**src/rtl/mult_arbiter_pkg.sv**
```systemverilog
// Shared definitions for the multiplier arbiter: FSM state encoding,
// default sizing constants and a small index-width helper.
package mult_arbiter_pkg;

    localparam int DEF_WIDTH   = 8;
    localparam int DEF_NREQ    = 2;
    localparam int DEF_TIMEOUT = 64;

    typedef enum logic [1:0] {
        ST_IDLE    = 2'd0,
        ST_ISSUE   = 2'd1,
        ST_BUSY    = 2'd2,
        ST_DELIVER = 2'd3
    } state_t;

    // Bits needed to index n items; never less than one bit.
    function automatic int idx_width(input int n);
        return (n > 1) ? $clog2(n) : 1;
    endfunction

endpackage

```
**src/rtl/mult_arbiter_if.sv**
```systemverilog
// Start/done handshake between the arbiter (master) and the shared
// sequential multiplier core (slave).
interface mult_arbiter_if import mult_arbiter_pkg::*; #(
    parameter int WIDTH = DEF_WIDTH
);

    logic                   mult_start;
    logic [WIDTH-1:0]       mult_a;
    logic [WIDTH-1:0]       mult_b;
    logic                   mult_done;
    logic [2*WIDTH-1:0]     mult_res;

    modport master (
        output mult_start, mult_a, mult_b,
        input  mult_done, mult_res
    );

    modport slave (
        input  mult_start, mult_a, mult_b,
        output mult_done, mult_res
    );

endinterface

```
**src/rtl/mult_arbiter_rr_pick.sv**
```systemverilog
// Combinational round-robin picker: searches req starting one past the
// last served index and wraps around, reporting the first hit.
module rr_pick import mult_arbiter_pkg::*; #(
    parameter int NREQ = DEF_NREQ,
    parameter int IDW  = idx_width(NREQ)
) (
    input  logic [NREQ-1:0] req,
    input  logic [IDW-1:0]  last,
    output logic            found,
    output logic [IDW-1:0]  winner
);

    // One extra bit so last + offset cannot overflow before the wrap.
    localparam int SW = IDW + 1;

    logic [IDW-1:0]  cand_idx [NREQ];
    logic [NREQ-1:0] cand_req;

    // Candidate gi is the requester gi+1 places after last, wrapped with a
    // single conditional subtract instead of a general modulo.
    genvar gi;
    generate
        for (gi = 0; gi < NREQ; gi++) begin : g_cand
            logic [SW-1:0] raw;
            assign raw          = {1'b0, last} + SW'(gi + 1);
            assign cand_idx[gi] = IDW'((raw >= SW'(NREQ)) ? raw - SW'(NREQ) : raw);
            assign cand_req[gi] = req[cand_idx[gi]];
        end
    endgenerate

    // Lowest candidate offset with an active request wins.
    always_comb begin
        found  = 1'b0;
        winner = '0;
        for (int k = NREQ - 1; k >= 0; k--) begin
            if (cand_req[k]) begin
                found  = 1'b1;
                winner = cand_idx[k];
            end
        end
    end

endmodule

```
**src/rtl/mult_arbiter.sv**
```systemverilog
// Shares one sequential multiplier between NREQ requesters. A round-robin
// winner's operands are latched, the core is started, and its product (or
// a watchdog abort) is returned to the winner with a one-cycle ack.
module mult_arbiter import mult_arbiter_pkg::*; #(
    parameter int WIDTH   = DEF_WIDTH,
    parameter int NREQ    = DEF_NREQ,
    parameter int TIMEOUT = DEF_TIMEOUT
) (
    input  logic                        clk,
    input  logic                        reset,
    input  logic [NREQ-1:0]             req,
    input  logic [NREQ*WIDTH-1:0]       a_in,
    input  logic [NREQ*WIDTH-1:0]       b_in,
    output logic [NREQ-1:0]             ack,
    output logic [2*WIDTH-1:0]          res_out,
    output logic                        err,
    output logic                        busy,
    output logic [idx_width(NREQ)-1:0]  grant_id,
    mult_arbiter_if.master              mif
);

    localparam int IDW = idx_width(NREQ);
    localparam int WDW = idx_width(TIMEOUT);

    state_t             state_reg;
    logic [IDW-1:0]     last_reg;
    logic [IDW-1:0]     grant_reg;
    logic [WIDTH-1:0]   a_reg;
    logic [WIDTH-1:0]   b_reg;
    logic               start_reg;
    logic [NREQ-1:0]    ack_reg;
    logic [2*WIDTH-1:0] res_reg;
    logic               err_reg;
    logic [WDW-1:0]     wdog_reg;

    logic [WIDTH-1:0]   a_arr [NREQ];
    logic [WIDTH-1:0]   b_arr [NREQ];
    logic               pick_found;
    logic [IDW-1:0]     pick_winner;

    // Split the flat operand buses into per-requester slices.
    genvar gi;
    generate
        for (gi = 0; gi < NREQ; gi++) begin : g_unpack
            assign a_arr[gi] = a_in[gi*WIDTH +: WIDTH];
            assign b_arr[gi] = b_in[gi*WIDTH +: WIDTH];
        end
    endgenerate

    rr_pick #(
        .NREQ (NREQ),
        .IDW  (IDW)
    ) u_pick (
        .req    (req),
        .last   (last_reg),
        .found  (pick_found),
        .winner (pick_winner)
    );

    // Arbitration FSM; start and ack are single-cycle strobes that fall
    // back to zero unless the current transition raises them.
    always_ff @(posedge clk) begin
        if (reset) begin
            state_reg <= ST_IDLE;
            last_reg  <= IDW'(NREQ - 1);
            grant_reg <= '0;
            a_reg     <= '0;
            b_reg     <= '0;
            start_reg <= 1'b0;
            ack_reg   <= '0;
            res_reg   <= '0;
            err_reg   <= 1'b0;
            wdog_reg  <= '0;
        end else begin
            start_reg <= 1'b0;
            ack_reg   <= '0;
            case (state_reg)
                ST_IDLE: begin
                    if (pick_found) begin
                        a_reg     <= a_arr[pick_winner];
                        b_reg     <= b_arr[pick_winner];
                        grant_reg <= pick_winner;
                        start_reg <= 1'b1;
                        state_reg <= ST_ISSUE;
                    end
                end
                ST_ISSUE: begin
                    // A done seen while start is still high is ignored.
                    wdog_reg  <= '0;
                    state_reg <= ST_BUSY;
                end
                ST_BUSY: begin
                    // Done has priority over a timeout in the same cycle.
                    if (mif.mult_done) begin
                        res_reg   <= mif.mult_res;
                        err_reg   <= 1'b0;
                        ack_reg   <= NREQ'(1) << grant_reg;
                        state_reg <= ST_DELIVER;
                    end else if (wdog_reg == WDW'(TIMEOUT - 1)) begin
                        res_reg   <= '0;
                        err_reg   <= 1'b1;
                        ack_reg   <= NREQ'(1) << grant_reg;
                        state_reg <= ST_DELIVER;
                    end else begin
                        wdog_reg  <= wdog_reg + WDW'(1);
                    end
                end
                ST_DELIVER: begin
                    last_reg  <= grant_reg;
                    state_reg <= ST_IDLE;
                end
                default: state_reg <= ST_IDLE;
            endcase
        end
    end

    assign ack            = ack_reg;
    assign res_out        = res_reg;
    assign err            = err_reg;
    assign busy           = (state_reg != ST_IDLE);
    assign grant_id       = grant_reg;
    assign mif.mult_start = start_reg;
    assign mif.mult_a     = a_reg;
    assign mif.mult_b     = b_reg;

endmodule

```
**src/flat_wrapper.sv**
```systemverilog
// flat-port wrapper written by rule: the top's interface ports become plain ports
module mult_arbiter_flat import mult_arbiter_pkg::*;
#(
    parameter int WIDTH   = DEF_WIDTH,
    parameter int NREQ    = DEF_NREQ,
    parameter int TIMEOUT = DEF_TIMEOUT
)
  (clk, reset, req, a_in, b_in, ack, res_out, err, busy, grant_id, mif_mult_start, mif_mult_a, mif_mult_b, mif_mult_done, mif_mult_res);
  mult_arbiter_if #(.WIDTH(WIDTH)) mif_i ();
  input  logic clk;
  input  logic reset;
  input  logic [NREQ-1:0] req;
  input  logic [NREQ*WIDTH-1:0] a_in;
  input  logic [NREQ*WIDTH-1:0] b_in;
  output logic [NREQ-1:0] ack;
  output logic [2*WIDTH-1:0] res_out;
  output logic err;
  output logic busy;
  output logic [idx_width(NREQ)-1:0] grant_id;
  output wire logic [$bits(mif_i.mult_start)-1:0] mif_mult_start;
  output wire logic [$bits(mif_i.mult_a)-1:0] mif_mult_a;
  output wire logic [$bits(mif_i.mult_b)-1:0] mif_mult_b;
  input wire logic [$bits(mif_i.mult_done)-1:0] mif_mult_done;
  input wire logic [$bits(mif_i.mult_res)-1:0] mif_mult_res;
  assign mif_mult_start = mif_i.mult_start;
  assign mif_mult_a = mif_i.mult_a;
  assign mif_mult_b = mif_i.mult_b;
  assign mif_i.mult_done = mif_mult_done;
  assign mif_i.mult_res = mif_mult_res;
  mult_arbiter #(.WIDTH(WIDTH), .NREQ(NREQ), .TIMEOUT(TIMEOUT)) u_core (.clk(clk), .reset(reset), .req(req), .a_in(a_in), .b_in(b_in), .ack(ack), .res_out(res_out), .err(err), .busy(busy), .grant_id(grant_id), .mif(mif_i));
endmodule
```
**config.mk**
```make
export PLATFORM = sky130hd
export DESIGN_NAME = mult_arbiter_flat
export DESIGN_NICKNAME = d
export VERILOG_FILES = /design/src/rtl/mult_arbiter_pkg.sv /design/src/rtl/mult_arbiter_if.sv /design/src/rtl/mult_arbiter_rr_pick.sv /design/src/rtl/mult_arbiter.sv /design/src/flat_wrapper.sv
export SDC_FILE = /design/constraint.sdc
export NUM_CORES = 1
export LEC_CHECK = 0
export BUFFER_PORTS_ARGS = -buffer_cell sky130_fd_sc_hd__buf_2
export CORE_ASPECT_RATIO = 1.5
export CORE_MARGIN = 2
export CORE_UTILIZATION = 41
export CTS_CLUSTER_SIZE = 16
export DETAILED_ROUTE_END_ITERATION = 7
export GPL_TIMING_DRIVEN = 0
export PLACE_DENSITY_LB_ADDON = 0.05
export SETUP_SLACK_MARGIN = 0.02
export SYNTH_ARGS = -nofsm -noshare
export SYNTH_HDL_FRONTEND = slang
export SYNTH_SLANG_ARGS = --single-unit
```
**constraint.sdc**
```tcl
create_clock -name clk -period 1.7 [get_ports clk]
set_clock_uncertainty 0.05 [all_clocks]
set_input_delay 0.17 -clock clk [delete_from_list [all_inputs] [get_ports clk]]
set_output_delay 0.17 -clock clk [all_outputs]
set_load 0.01 [all_outputs]
```
==> key figures <==
Run status
  • Status: finished, final reports clean

CTS
  • Clk slew on worst S/H paths: approximately 90 ps
  • H-tree depth: 2
  • CTS buffer count: 5
  • CTS max path bufs: 2
  • Skew-Pair Late Insertion Delay: 290 ps
  • CTS Hold Bufs: 0
  • Clock sink total: 46
  • CTS tree: yes
  • CTS root buffer: clkbuf_8

Critical path
  • Largest stage delay, worst path: 470 ps
  • Critical Path Start Type: flop
  • Worst Path Required: about 1800 ps
  • Crit Path Class: flop to flop
  • Worst path depth: 6
  • FF-to-FF setup slack: 80 ps
  • FF-to-FF path depth: 6
  • CP max FO: 5
  • Cell with the largest stage delay on the worst path: or4b_1
  • Crit end category: flop
  • Crit path cell chain: inv_4 > ha_4 > and2b_2 > nand2_2 > or4b_1 > and3_1
  • CP delay by family, top: simple AND/OR/NAND/NOR gates
  • CP bufs+invs: 1
  • WP data arrival: 1760 ps

Global routing
  • Gr ovfl total: 0
  • Vias in the first global route: 1,624
  • First-pass GRT wire length: about 7.0 mm
  • Largest net degree at the start of global routing: 15
  • Initial antenna violation count: 0
  • Gr usage total: 17.1%

Synth
  • Net Count, Synth: 271
  • Syn Inst Count: roughly 210
  • Seq/Total Area, Yosys: 47.7%
  • Yosys cell types: 34
  • Number of synthesized register bits: 46
  • Fraction of registers with async set/reset: 0%
  • EDFF count, synth: 0
  • Cell Area, Synth: 1930 sq um
  • Top cells by area, synth: dfxtp_1 48%, mux2i_1 8.8%, a211oi_1 6.2%
  • Ys flop type: dfxtp_1
  • Post-Syn Area per Cell: 9.06 sq um
  • Synth warnings: 0
  • Post-synth top cells: 46 x dfxtp_1, 21 x nor2_1, 20 x a21oi_1, 19 x o21ai_0, 18 x nand2_1
  • Share of Yosys cell area claimed by the top area cell type: 47.7%
  • Most common cell in the netlist: dfxtp_1
  • Post-synth top area cell: dfxtp_1

Timing
  • Minimum clock period after layout: approximately 1600 ps
  • Max Slew Vio Count: 0
  • Final clock period utilization by the worst path: a little over nine tenths
  • Slew @ Worst Pin: ~500 ps
  • Max_slew headroom: 66.7%
  • RSZ-0062 raised after global routing: no
  • F_max: 618 MHz
  • Hold Vio Cnt, Final: 0
  • Setup ws final: 82.0 ps
  • Final Setup Violations: 0

Die
  • Core ar.: 4540 sq um
  • Die extent in x: about 60 microns
  • Die ar.: approximately 5300 sq um
  • Die height: 88.0 microns
  • Initial core utilization: 42.5%
  • Cell Rows: 30
  • # IOs: 91

Min path
  • Hold path depth: 3
  • HP Class: input pin to flop

Route
  • Wire length per cell: about 12 microns
  • 1st-iter DRT viols: 88
  • DRC Markers: 0
  • Drt total wl: 4.47 mm
  • Via count: 1,841
  • Final ANT Viol Nets: 0
  • Initial DRT Pass Iterations: 4
  • Vias/cell: roughly 4.9

Final layout
  • Largest register FFs: 16
  • NumNets Final: 369
  • Sequential cell area: 926 sq um
  • Antenna Cells: 0
  • Fillers: 459
  • Share of cells above drive strength 1: 37.5%
  • Final core utilization: 58.6%
  • Area Growth Syn to Fin: 37.9%
  • Non-Filler Instances: 376
  • Multi-input gate area: 957 sq um

Placement
  • Post-DP HPWL: 3.46 mm
  • Placed cells: between 300 and 400
  • Port-buffer cells: 90
  • Routability cong.: 0.779
  • Placement Setup Slack: -122 ps

Power
  • PD cells: between 1000 and 1500 nW/um^2
  • Peak supply drop: 0.859 mV
  • Leak: 1.19 nW

Run
  • Maxcap violations: 0
[power by group]
group / leakage [nW] / switching (mW) / total, mW / internal (mW)
combinational: 0.743 / 0.671 / 1.18 / 0.504
clock: 0.0714 / 0.351 / 0.978 / 0.627
sequential: 0.377 / 0.122 / 1.41 / 1.29
[stage by stage]
step / setup TNS (ps) / total power [mW] / cell area [sq um] / hold slack, ps
floorplan: 0 / 2.13 / 1930 / 256
global placement: -1140 / 2.54 / 2460 / 364
detailed placement: -1090 / 2.54 / 2460 / 367
CTS: 0 / 3.56 / 2620 / 45.7
global route: 0 / 3.81 / 2660 / 39.8
finish: 0 / 3.57 / 2660 / 55.6
[cell usage in the layout, fill, tap and decap left out, drive strengths merged]
cell type and n:
buf 95, nand3 3, or4b 1, a31oi 1, nor3 2, mux2i 17, dfxtp 46, and3 2
nor2 21, nor2b 1, nand4 2, inv 4, o21a 1, o211ai 3, a211o 1, bufinv 2
o31ai 4, o21bai 1, ha 5, a21boi 1, a22oi 1, a22o 1, nand2 19, and2 1
nand2b 3, a211oi 16, and2b 1, clkbuf 16, nor3b 1, o21ai 20, a21oi 20
[path summary, 6_finish.rpt]
check                                                      start                               to
worst max-delay path            u_core.state_reg[0]$_SDFFE_PP0P_  u_core.wdog_reg[4]$_SDFFE_PP0P_
worst min-delay path                             mif_mult_res[8]   u_core.res_out[8]$_SDFFE_PP0P_
worst max register to register  u_core.state_reg[0]$_SDFFE_PP0P_  u_core.wdog_reg[4]$_SDFFE_PP0P_
worst min register to register    u_core.res_out[3]$_SDFFE_PP0P_   u_core.res_out[3]$_SDFFE_PP0P_
[area by class of cell]
cell class | instances | share of cell area, %
multi-input cells | 149 | 36.0
flip-flops and latches | 46 | 34.8
repair buffers | 92 | 17.5
clock buffers | 6 | 3.10
well taps | 64 | 3.01
plain buffers | 13 | 2.73
clock inverters | 2 | 2.26
inverters | 4 | 0.658
[routing by layer]
layer  vias up  track usage, %  share of wire, %  wire, microns
li1        954               -                 -              -
met1       814            19.0                41           1820
met2        68            30.1                51           2280
met3         5            5.76               7.1            316
met4         0            4.85               1.1             49
met5         -               0                 0              0
[worst register-to-register path, stage by stage, from the launching register on]
cell and delay, ps:
dfxtp_4 370, inv_4 70, ha_4 140, and2b_2 180
nand2_2 80, or4b_1 470, and3_1 170
[cell families after synthesis]
logic type | Yosys count | share of synthesized area, %
AOI/OAI and AO/OA | 70 | 22.4
adders and majority gates | 5 | 3.24
buffers and inverters | 18 | 4.28
DFF | 46 | 47.7
muxes | 17 | 8.82
and+or+nand+nor | 57 | 13.5
[repair_timing]
action | in CTS | in global routing
setup endpoints to repair | 25 | 29
buffers inserted | 1 | 1
pin swaps | 0 | 0
gates resized for setup | 6 | 10
(Power assumes the default switching activity.)
